**src/rtl/frame_loader_pkg.sv**
```systemverilog
// -----------------------------------------------------------------------------
// frame_loader_pkg
// Constants and state encoding shared by the frame loader and the VGA display
// stage. The display stage reads pixels back at addr = y*H_ACTIVE + x.
// Optional feature macro: FRAME_LOADER_CHECKSUM_EN adds the CHK state.
// -----------------------------------------------------------------------------
package frame_loader_pkg;

  localparam int H_ACTIVE  = 640;
  localparam int V_ACTIVE  = 480;
  localparam int FRAME_PIX = H_ACTIVE * V_ACTIVE;
  localparam int ADDR_W    = 19;
  localparam int PIX_W     = 12;

  // Encodings are pinned so the CHK state does not disturb the others.
  typedef enum logic [2:0] {
    IDLE = 3'd0,
    HI   = 3'd1,
    LO   = 3'd2,
    DONE = 3'd3
`ifdef FRAME_LOADER_CHECKSUM_EN
    , CHK = 3'd4
`endif
  } state_t;

endpackage

```
**src/rtl/frame_loader_timeout.sv**
```systemverilog
// -----------------------------------------------------------------------------
// frame_loader_timeout
// Loadable down-counter that flags an idle gap between received bytes.
//   clk, rst : clock, asynchronous active-high reset (counter -> 0)
//   load     : reload to TIMEOUT_CYCLES-1 (a byte was accepted)
//   run      : count down while a frame is in progress
//   expire   : high in the TIMEOUT_CYCLES-th consecutive idle cycle
// -----------------------------------------------------------------------------
module frame_loader_timeout #(
  parameter int TIMEOUT_CYCLES = 2500000
) (
  input  logic clk,
  input  logic rst,
  input  logic load,
  input  logic run,
  output logic expire
);

  localparam int CNT_W = (TIMEOUT_CYCLES > 2) ? $clog2(TIMEOUT_CYCLES) : 1;
  localparam logic [CNT_W-1:0] LOAD_VAL = CNT_W'(TIMEOUT_CYCLES - 1);

  logic [CNT_W-1:0] cnt_q, cnt_d;

  always_comb begin
    cnt_d = cnt_q;
    if (load) begin
      cnt_d = LOAD_VAL;
    end else if (run && (cnt_q != '0)) begin
      cnt_d = cnt_q - CNT_W'(1);
    end
  end

  always_ff @(posedge clk or posedge rst) begin
    if (rst) begin
      cnt_q <= '0;
    end else begin
      cnt_q <= cnt_d;
    end
  end

  // A byte arriving in the expiry cycle reloads the counter and wins.
  assign expire = run && !load && (cnt_q == '0);

endmodule

```
**src/rtl/frame_loader.sv**
```systemverilog
// -----------------------------------------------------------------------------
// frame_loader
// Receives a UART byte stream, waits for SYNC_BYTE, then packs byte pairs
// {R,G},{x,B} into RGB444 pixels written linearly into the frame buffer.
//   vga_clk    : 25 MHz pixel clock
//   rst        : asynchronous active-high reset
//   rx_valid   : one-cycle strobe, rx_data holds a byte
//   rx_data    : received byte
//   abort      : drop the current frame (priority over rx_valid)
//   wr_en      : BRAM write strobe, one cycle after the LO byte
//   wr_addr    : pixel address 0..H_ACTIVE*V_ACTIVE-1
//   wr_data    : pixel {R[3:0],G[3:0],B[3:0]}
//   busy       : frame in progress
//   frame_done : one-cycle pulse after a complete frame
//   err        : sticky timeout/checksum error, cleared by the next SYNC_BYTE
// Optional feature macro: FRAME_LOADER_CHECKSUM_EN -- an extra trailer byte
// must equal the XOR of all pixel bytes before frame_done is raised.
// -----------------------------------------------------------------------------
module frame_loader #(
  parameter int         H_ACTIVE       = frame_loader_pkg::H_ACTIVE,
  parameter int         V_ACTIVE       = frame_loader_pkg::V_ACTIVE,
  parameter logic [7:0] SYNC_BYTE      = 8'hA5,
  parameter int         TIMEOUT_CYCLES = 2500000
) (
  input  logic        vga_clk,
  input  logic        rst,
  input  logic        rx_valid,
  input  logic [7:0]  rx_data,
  input  logic        abort,
  output logic        wr_en,
  output logic [18:0] wr_addr,
  output logic [11:0] wr_data,
  output logic        busy,
  output logic        frame_done,
  output logic        err
);

  import frame_loader_pkg::*;

  localparam logic [ADDR_W-1:0] LAST_PIX = ADDR_W'(H_ACTIVE * V_ACTIVE - 1);

  state_t            state_q, state_d;
  logic [ADDR_W-1:0] pix_cnt_q, pix_cnt_d;
  logic [7:0]        rg_q, rg_d;
  logic              wr_en_q, wr_en_d;
  logic [ADDR_W-1:0] wr_addr_q, wr_addr_d;
  logic [PIX_W-1:0]  wr_data_q, wr_data_d;
  logic              busy_q, busy_d;
  logic              frame_done_q, frame_done_d;
  logic              err_q, err_d;
`ifdef FRAME_LOADER_CHECKSUM_EN
  logic [7:0]        csum_q, csum_d;
`endif

  logic timer_run;
  logic timeout_expire;

  frame_loader_timeout #(
    .TIMEOUT_CYCLES(TIMEOUT_CYCLES)
  ) u_timeout (
    .clk    (vga_clk),
    .rst    (rst),
    .load   (rx_valid),
    .run    (timer_run),
    .expire (timeout_expire)
  );

  always_comb begin
    state_d      = state_q;
    pix_cnt_d    = pix_cnt_q;
    rg_d         = rg_q;
    wr_en_d      = 1'b0;
    wr_addr_d    = wr_addr_q;
    wr_data_d    = wr_data_q;
    busy_d       = busy_q;
    frame_done_d = 1'b0;
    err_d        = err_q;
    timer_run    = 1'b0;
`ifdef FRAME_LOADER_CHECKSUM_EN
    csum_d       = csum_q;
`endif

    unique case (state_q)
      HI, LO: timer_run = 1'b1;
`ifdef FRAME_LOADER_CHECKSUM_EN
      CHK:    timer_run = 1'b1;
`endif
      default: timer_run = 1'b0;
    endcase

    if (abort) begin
      state_d = IDLE;
      busy_d  = 1'b0;
    end else begin
      unique case (state_q)
        IDLE: begin
          if (rx_valid && (rx_data == SYNC_BYTE)) begin
            state_d   = HI;
            err_d     = 1'b0;
            pix_cnt_d = '0;
            busy_d    = 1'b1;
`ifdef FRAME_LOADER_CHECKSUM_EN
            csum_d    = '0;
`endif
          end
        end
        HI: begin
          if (rx_valid) begin
            rg_d    = rx_data;
            state_d = LO;
`ifdef FRAME_LOADER_CHECKSUM_EN
            csum_d  = csum_q ^ rx_data;
`endif
          end
        end
        LO: begin
          if (rx_valid) begin
            wr_en_d   = 1'b1;
            wr_addr_d = pix_cnt_q;
            wr_data_d = {rg_q, rx_data[3:0]};
`ifdef FRAME_LOADER_CHECKSUM_EN
            csum_d    = csum_q ^ rx_data;
`endif
            if (pix_cnt_q == LAST_PIX) begin
`ifdef FRAME_LOADER_CHECKSUM_EN
              state_d = CHK;
`else
              state_d = DONE;
`endif
            end else begin
              pix_cnt_d = pix_cnt_q + ADDR_W'(1);
              state_d   = HI;
            end
          end
        end
`ifdef FRAME_LOADER_CHECKSUM_EN
        CHK: begin
          if (rx_valid) begin
            if (rx_data == csum_q) begin
              state_d = DONE;
            end else begin
              err_d   = 1'b1;
              busy_d  = 1'b0;
              state_d = IDLE;
            end
          end
        end
`endif
        DONE: begin
          frame_done_d = 1'b1;
          busy_d       = 1'b0;
          state_d      = IDLE;
        end
        default: state_d = IDLE;
      endcase

      // Only asserted in HI/LO/CHK cycles without a byte.
      if (timeout_expire) begin
        err_d   = 1'b1;
        busy_d  = 1'b0;
        state_d = IDLE;
      end
    end
  end

  always_ff @(posedge vga_clk or posedge rst) begin
    if (rst) begin
      state_q      <= IDLE;
      pix_cnt_q    <= '0;
      rg_q         <= '0;
      wr_en_q      <= 1'b0;
      wr_addr_q    <= '0;
      wr_data_q    <= '0;
      busy_q       <= 1'b0;
      frame_done_q <= 1'b0;
      err_q        <= 1'b0;
`ifdef FRAME_LOADER_CHECKSUM_EN
      csum_q       <= '0;
`endif
    end else begin
      state_q      <= state_d;
      pix_cnt_q    <= pix_cnt_d;
      rg_q         <= rg_d;
      wr_en_q      <= wr_en_d;
      wr_addr_q    <= wr_addr_d;
      wr_data_q    <= wr_data_d;
      busy_q       <= busy_d;
      frame_done_q <= frame_done_d;
      err_q        <= err_d;
`ifdef FRAME_LOADER_CHECKSUM_EN
      csum_q       <= csum_d;
`endif
    end
  end

  assign wr_en      = wr_en_q;
  assign wr_addr    = wr_addr_q;
  assign wr_data    = wr_data_q;
  assign busy       = busy_q;
  assign frame_done = frame_done_q;
  assign err        = err_q;

endmodule
```
**config.mk**
```make
export PLATFORM = sky130hd
export DESIGN_NAME = frame_loader
export DESIGN_NICKNAME = d
export VERILOG_FILES = /design/src/rtl/frame_loader_pkg.sv /design/src/rtl/frame_loader_timeout.sv /design/src/rtl/frame_loader.sv
export SDC_FILE = /design/constraint.sdc
export NUM_CORES = 1
export LEC_CHECK = 0
export ABC_AREA = 1
export CORE_ASPECT_RATIO = 1.5
export CORE_MARGIN = 3
export CORE_UTILIZATION = 38
export DETAILED_ROUTE_END_ITERATION = 16
export PLACE_DENSITY_LB_ADDON = 0.12
export SKIP_LAST_GASP = 1
export SYNTH_ARGS = -nofsm -noshare
export SYNTH_HDL_FRONTEND = slang
export SYNTH_HIERARCHICAL = 1
export SYNTH_SLANG_ARGS = --single-unit
```
**constraint.sdc**
```tcl
create_clock -name vga_clk -period 2.65 [get_ports vga_clk]
set_clock_uncertainty 0.1 [all_clocks]
set_input_delay 0.265 -clock vga_clk [delete_from_list [all_inputs] [get_ports vga_clk]]
set_output_delay 0.265 -clock vga_clk [all_outputs]
set_load 0.005 [all_outputs]
```
==> results.md <==
| Item | Reported | Unit |
| --- | --- | --- |
| Run status | finished, final reports clean | - |
| Syn avg cell area | 7.55 | sq um |
| Most common library cell in the layout ignoring fill and taps | sky130_fd_sc_hd__nand2_1 | - |
| Critical path data required time | 2.75 | ns |
| Proportion of layout cells with a drive suffix above 1 | 0.0662 | - |
| Yosys reg bits | 86 | - |
| Cell area after technology mapping | 4500 | sq um |
| Fraction of the mapped netlist area in simple logic gates | 0.337 | - |
| Setup Crit Path Kind | register to register | - |
| Number of instances in the synthesized netlist | 596 | - |
| GR Util All Layers | 0.175 | - |
| Largest net degree at the start of global routing | 53 | - |
| Cell taking the most area after synthesis | sky130_fd_sc_hd__dfrtp_1 | - |
| Number of iterations in the first detailed-routing pass | 4 | - |
| Share of Yosys cell area claimed by the top area cell type | 0.478 | - |
| Transition time at the pin with the least slew margin | 0.572 | ns |
| Maximum fanout along the worst path | 6 | - |
| Worst setup slack for register-to-register paths | 0.48 | ns |
| Static leakage power | 2.62 | nW |
| Number of global-route vias before repair | 3893 | - |
| Distinct cell type count of the synthesized netlist | 35 | - |
| Worst min-delay path class | input port to asynchronous set/reset pin | - |
| Reg-to-reg endpoint | state_q[0] | - |
| Register Area | 2150 | sq um |
| CTS Buf Count | 9 | - |
| ANT cells | 0 | - |
| Slew Limit Headroom | 0.618 | - |
| Achievable frequency | 0.462 | GHz |
| Remaining number of nets flagged by the antenna check after routing | 0 | - |
| Final period demand of the worst path | 2.17 | ns |
| Complex-gate fraction of the synthesized area | 0.0667 | - |
| Setup bufs post-CTS | 0 | - |
| Setup-failing EPs final | 0 | - |
| GRT overflow | 0 | - |
| Post-synthesis sequential area ratio | 0.478 | - |
| Area delta synth->final | 20.1 | % |
| Initial standard-cell utilization of the core | 0.390 | - |
| Number of maximum-capacitance violations | 0 | - |
| Number of filler cells placed in the layout | 1205 | - |
| Nets@finish | 663 | - |
| R2r worst-path depth | 11 | - |
| Die Wd | 94.8 | um |
| Routed vias | 3803 | - |
| Kind of start point of the critical path | register | - |
| Final routed wirelength across all metal layers | 10.6 | mm |
| Total clock sinks | 86 | - |
| Port-buffer cells | 46 | - |
| Remaining DRCs | 0 | - |
| Launch instance of the worst register-to-register path | u_timeout/cnt_q[0] | - |
| Post-detailed-placement half-perimeter wirelength | 7.91 | mm |
| Iteration-0 DRC Markers | 150 | - |
| Critical path data arrival time | 2.27 | ns |
| Routed wire per std cell | 13.2 | um |
| Top post-synthesis cells by area | sky130_fd_sc_hd__dfrtp_1 48%, sky130_fd_sc_hd__nand2_1 18%, sky130_fd_sc_hd__nor2_1 5.6%, sky130_fd_sc_hd__inv_1 4.6%, sky130_fd_sc_hd__o21ai_0 4.3% | - |
| Xor-xnor portion of the synthesized cell area | 0.0292 | - |
| Hold violation count in the final report | 0 | - |
| Net Count, Synth | 614 | - |
| Initial antenna violation count | 0 | - |
| Total of warnings raised by yosys | 6 | - |
| Root buffer selected by CTS | sky130_fd_sc_hd__clkbuf_16 | - |
| Dominant combinational cell family by area after synthesis | simple AND/OR/NAND/NOR gates | - |
| Synth Area in Adders | 0.0167 | - |
| Crit share post-route | 0.817 | - |
| Unrepaired setup endpoints after global routing | false | - |
| Max-slew violations | 0 | - |
| Clock Latency Late Sink | 0.33 | ns |
| Dpl ws | 0.331 | ns |
| Global-route wire length before repair | 18.2 | mm |
| Depth of the CTS H-tree | 3 | - |
| Endpoint kind of the worst setup timing path | register | - |
| Number of buffers added to fix hold violations after cts | 0 | - |
| Gates resized, CTS repair | 0 | - |
| Standard cell core area | 11500 | sq um |
| Die area | 13200 | sq um |
| Most used cells in the layout excluding fill and tap cells | 219 x sky130_fd_sc_hd__nand2_1, 86 x sky130_fd_sc_hd__dfrtp_1, 67 x sky130_fd_sc_hd__nor2_1 | - |
| Max VDD drop | 299 | uV |
| Max Buffers Root-to-Sink | 2 | - |
| Routability cong. | 0.858 | - |
| Post-synthesis mux area share | 0 | - |
| Die extent in y | 139 | um |
| CTS clk-pin slew, worst paths | 0.06 | ns |
| TritonCTS clock tree | yes | - |
| Total area of multi-input combinational cells | 2020 | sq um |
| PD cells | 834 | nW/um^2 |
| Count of boundary I/O pins | 47 | - |
| Number of cell rows | 48 | - |
| Setup_tns | 0 | ns |
| Via density per instance | 4.75 | - |
| Setup slack after layout | 0.484 | ns |
## power breakdown
| part | total, mW | internal (mW) | switching [mW] |
|---|---|---|---|
| logic | 1.42 | 0.605 | 0.813 |
| registers | 1.84 | 1.63 | 0.213 |
| clock network | 1.25 | 0.731 | 0.519 |
## Yosys cell counts (all sizes together)
master	instances
a211oi	1
a21o	2
a21oi	6
and2	1
buf	7
clkbuf	7
clkinv	3
dfrtp	86
ha	6
inv	57
nand2	224
nand3	36
nand4	17
nor2	75
nor3	4
o211ai	1
o21ai	45
o21bai	1
o31ai	1
or2	1
xnor2	1
xor2	14
## registers in the layout (all words and copies together) (netlist names)
signal	count
rg_q	8
wr_data	12
u_timeout/cnt_q	22
wr_en	1
err	1
busy	1
frame_done	1
wr_addr	19
pix_cnt_q	19
state_q	2
## worst max path at each step
stage	end	slack, ns	cells after the start	start
2_1_floorplan	busy	0.69	1	rst
3_3_place_gp	pix_cnt_q[18]	0.37	9	rx_valid
3_5_place_dp	pix_cnt_q[0]	0.33	9	rx_valid
4_1_cts	state_q[1]	0.47	11	u_timeout/cnt_q[0]
5_1_grt	state_q[1]	0.15	11	u_timeout/cnt_q[0]
6_report	state_q[0]	0.48	11	u_timeout/cnt_q[0]
## final cells by class
class                           count  share of cell area
Clock buffer                        9              0.0417
Timing Repair Buffer               52              0.0958
Tap cell                          150              0.0347
Clock inverter                      7              0.0134
Inverter                           60              0.0419
Sequential cell                    86               0.398
Multi-Input combinational cell    436               0.374
## kinds of logic after synthesis
family / after synthesis
simple gates: 358
flops: 86
buf+inv: 74
compound gates: 57
xor+xnor: 15
fa+ha+maj: 6
## through the flow
step                hold slack (ns)  total power, mW  cells  utilization  instance area [sq um]
global placement              0.352             3.28    784        0.443                   5110
CTS                           0.237             4.59    800        0.469                   5410
global route                  0.267             4.86    800        0.469                   5410
detailed placement            0.358             3.32    784        0.443                   5110
finish                        0.237             4.51    800        0.469                   5410
floorplan                     0.154             2.73    596            -                   4500
## routing by layer
layer	global-route usage	part of all wire	vias to the layer above
met5	0	0	-
met4	0.0791	0.035	0
met3	0.0308	0.030	23
met2	0.319	0.54	58
met1	0.191	0.39	1750
li1	-	-	1972
## critical path: stages (launching register included)
cell                       delay, ns
sky130_fd_sc_hd__dfrtp_1        0.37
sky130_fd_sc_hd__inv_1          0.11
sky130_fd_sc_hd__ha_1           0.25
sky130_fd_sc_hd__nand2_1        0.17
sky130_fd_sc_hd__nor2_2         0.21
sky130_fd_sc_hd__nand3_4        0.13
sky130_fd_sc_hd__nor2_1         0.14
sky130_fd_sc_hd__nor2_1         0.10
sky130_fd_sc_hd__o211ai_1       0.10
sky130_fd_sc_hd__o21ai_0        0.19
sky130_fd_sc_hd__nand2_1        0.10
sky130_fd_sc_hd__o21ai_0        0.07
No activity file was read; power rests on OpenSTA's default activity.
==> edit: new RTL, same flow settings <==
The 4 states of `state_t` get a Gray code encoding in 2 bits.
--- a/src/rtl/frame_loader_pkg.sv
+++ b/src/rtl/frame_loader_pkg.sv
@@ -14,9 +14,9 @@
 
   // Encodings are pinned so the CHK state does not disturb the others.
-  typedef enum logic [2:0] {
-    IDLE = 3'd0,
-    HI   = 3'd1,
-    LO   = 3'd2,
-    DONE = 3'd3
+  typedef enum logic [1:0] {
+    IDLE = 2'b00,
+    HI   = 2'b01,
+    LO   = 2'b11,
+    DONE = 2'b10
 `ifdef FRAME_LOADER_CHECKSUM_EN
     , CHK = 3'd4
Behaviour: same outputs for any inputs over 4 cycles, from zero or initial values and one cycle with rst high; so few cycles prove little.
==> edit against the original RTL <==
- critical path depth fell by 3
- setup slack got worse by 0.039 ns
- wire length increased by 11%
- sequential cell count is the same
- design area is 3.2% higher
- area after synthesis is 4.4% higher
- largest cell class is now multi-input gates
- highest routed layer unchanged
Power is not compared: it rests on default switching activity, and its combinational part moved more than twofold at a synthesized area within 25%.
==> edit: results (changes against the original RTL) <==
- 0.003147 W — Total Power
- in2async — path category of the worst min-delay check
- 55 — layout inverter count without the clock tree, -8.3%
- 2223 um^2 — area of combinational cells with multiple inputs, +9.9%
- 8873 um — HPWL after detailed placement, +12%
- 3 — H-Tree Level Count, unchanged
- 826 — Post-Layout Cell Count, +3.3%
- 0.09552 — Data buffer area share, -0.0003177
- 17 — worst-path fanout max, +11
- 54 — count of non-CTS buffers in the layout, +3.8%
- 2.657 nW — Leak Pwr
- 462 — multi-input gates, +6.0%
- 4,004 — total vias in the final route, +5.3%
- 19,870 um — wire length of the first global-routing pass, +9.3%
- 637 — post-synth net total, +3.7%
- 687 — Total Nets Final, +3.6%
- 5308 um^2 — Area after DPL, +3.9%
- 1,279 — fill count, +6.1%
- 0.1796 — overall routing resource usage, +0.005066
- 0.3984 — fraction of standard cell area in multi-input logic, +0.02412
- 4697 um^2 — synthesized cell area, +4.4%
- 0.07 ns — clock transition at the registers of the reported paths
- 52 — largest net degree at the start of global routing, -1.9%
- 810 — dpl cells, +3.3%
- 10 — layout clock buffer count, +1
- u_timeout/cnt_q — largest register by flop count
- 148 — number of DRC violations after detailed-routing iteration 0, -1.3%
- 0.04888 — Clock Network Area Fraction, -0.006214
- 14.25 um — routed length per instance, +8.0%
- 0.475 — share of power burned in registers
- 0 — number of buffers inserted to repair setup after CTS, unchanged
- 0.4582 — share of synthesized area occupied by flip-flops and latches, -0.02013
- 2.37 ns — critical path data arrival time, +0.10 ns
- 4 — DRT Pass-1 Iters, unchanged
- 9 — number of buffers created by CTS, unchanged
- 0.8698 — final weighted congestion of routability-driven global placement, +1.4%
- 0.41 ns — Critical Path Max Stage Delay, +0.04 ns
- 0.2537 ns — worst setup timing slack at the placement stage, -0.07763 ns
- 0.5180 — Slew HR, -0.1001
- 0.09807 — proportion of layout cells with a drive suffix above 1, +0.03191
- 226 x sky130_fd_sc_hd__nand2_1, 86 x sky130_fd_sc_hd__dfrtp_1, 69 x sky130_fd_sc_hd__nor2_1 — Commonest cells post-synth
- 618 — synthesized instance count, +3.7%
- sky130_fd_sc_hd__dfrtp_1 46%, sky130_fd_sc_hd__nand2_1 18%, sky130_fd_sc_hd__nor2_1 5.5%, sky130_fd_sc_hd__nand3_1 4.8%, sky130_fd_sc_hd__inv_1 3.8% — top post-synthesis cells by area
- 86 — total number of sequential cells, unchanged
- 0.3856 — sequential share of cell area, -0.01250
- completed — outcome
-- edit: cell types whose count changed after synthesis, moves of 5 or more --
| cell | change |
|---|---|
| sky130_fd_sc_hd__o21ai_2 | +11 |
| sky130_fd_sc_hd__o21ai_0 | -25 |
| sky130_fd_sc_hd__o21ai_1 | +16 |
| sky130_fd_sc_hd__clkbuf_1 | -5 |
| sky130_fd_sc_hd__inv_1 | -7 |
| sky130_fd_sc_hd__nand3_1 | +11 |
| sky130_fd_sc_hd__nand2_1 | +7 |
-- edit: logic make-up (layout without fill, tap and decap cells) --
family                     after synthesis  in the layout  synth area share
and+or+nand+nor                        386            386            0.3604
DFF                                     86             86            0.4582
buffers and inverters                   70            125           0.06846
AOI/OAI and AO/OA                       56             56           0.07006
xor gates and xnor gates                13             13           0.02424
adders and majority gates                7              7           0.01865
-- edit: metal layers --
metal  vias up  track usage  part of all wire
met1      1875       0.2049              0.40
li1       2054            -                 -
met3        22      0.02501             0.019
met4         0      0.07249             0.026
met2        53       0.3362              0.55
met5         -            0                 0
-- edit: final timing paths --
path / start / end / slack, ns / depth (start not counted)
worst max-delay path: pix_cnt_q[1]$_DFFE_PP0P_ / pix_cnt_q[13]$_DFFE_PP0P_ / 0.45 / 8
worst min-delay path: rst / wr_data[9]$_DFFE_PP0P_ / 0.13 / 2
worst max register to register: pix_cnt_q[1]$_DFFE_PP0P_ / pix_cnt_q[13]$_DFFE_PP0P_ / 0.45 / 8
worst min register to register: wr_data[7]$_DFFE_PP0P_ / wr_data[7]$_DFFE_PP0P_ / 0.37 / 2
max in group asynchronous: rst / busy$_DFFE_PP0P_ / 1.74 / 3
min in group vga_clk: wr_data[7]$_DFFE_PP0P_ / wr_data[7]$_DFFE_PP0P_ / 0.37 / 2
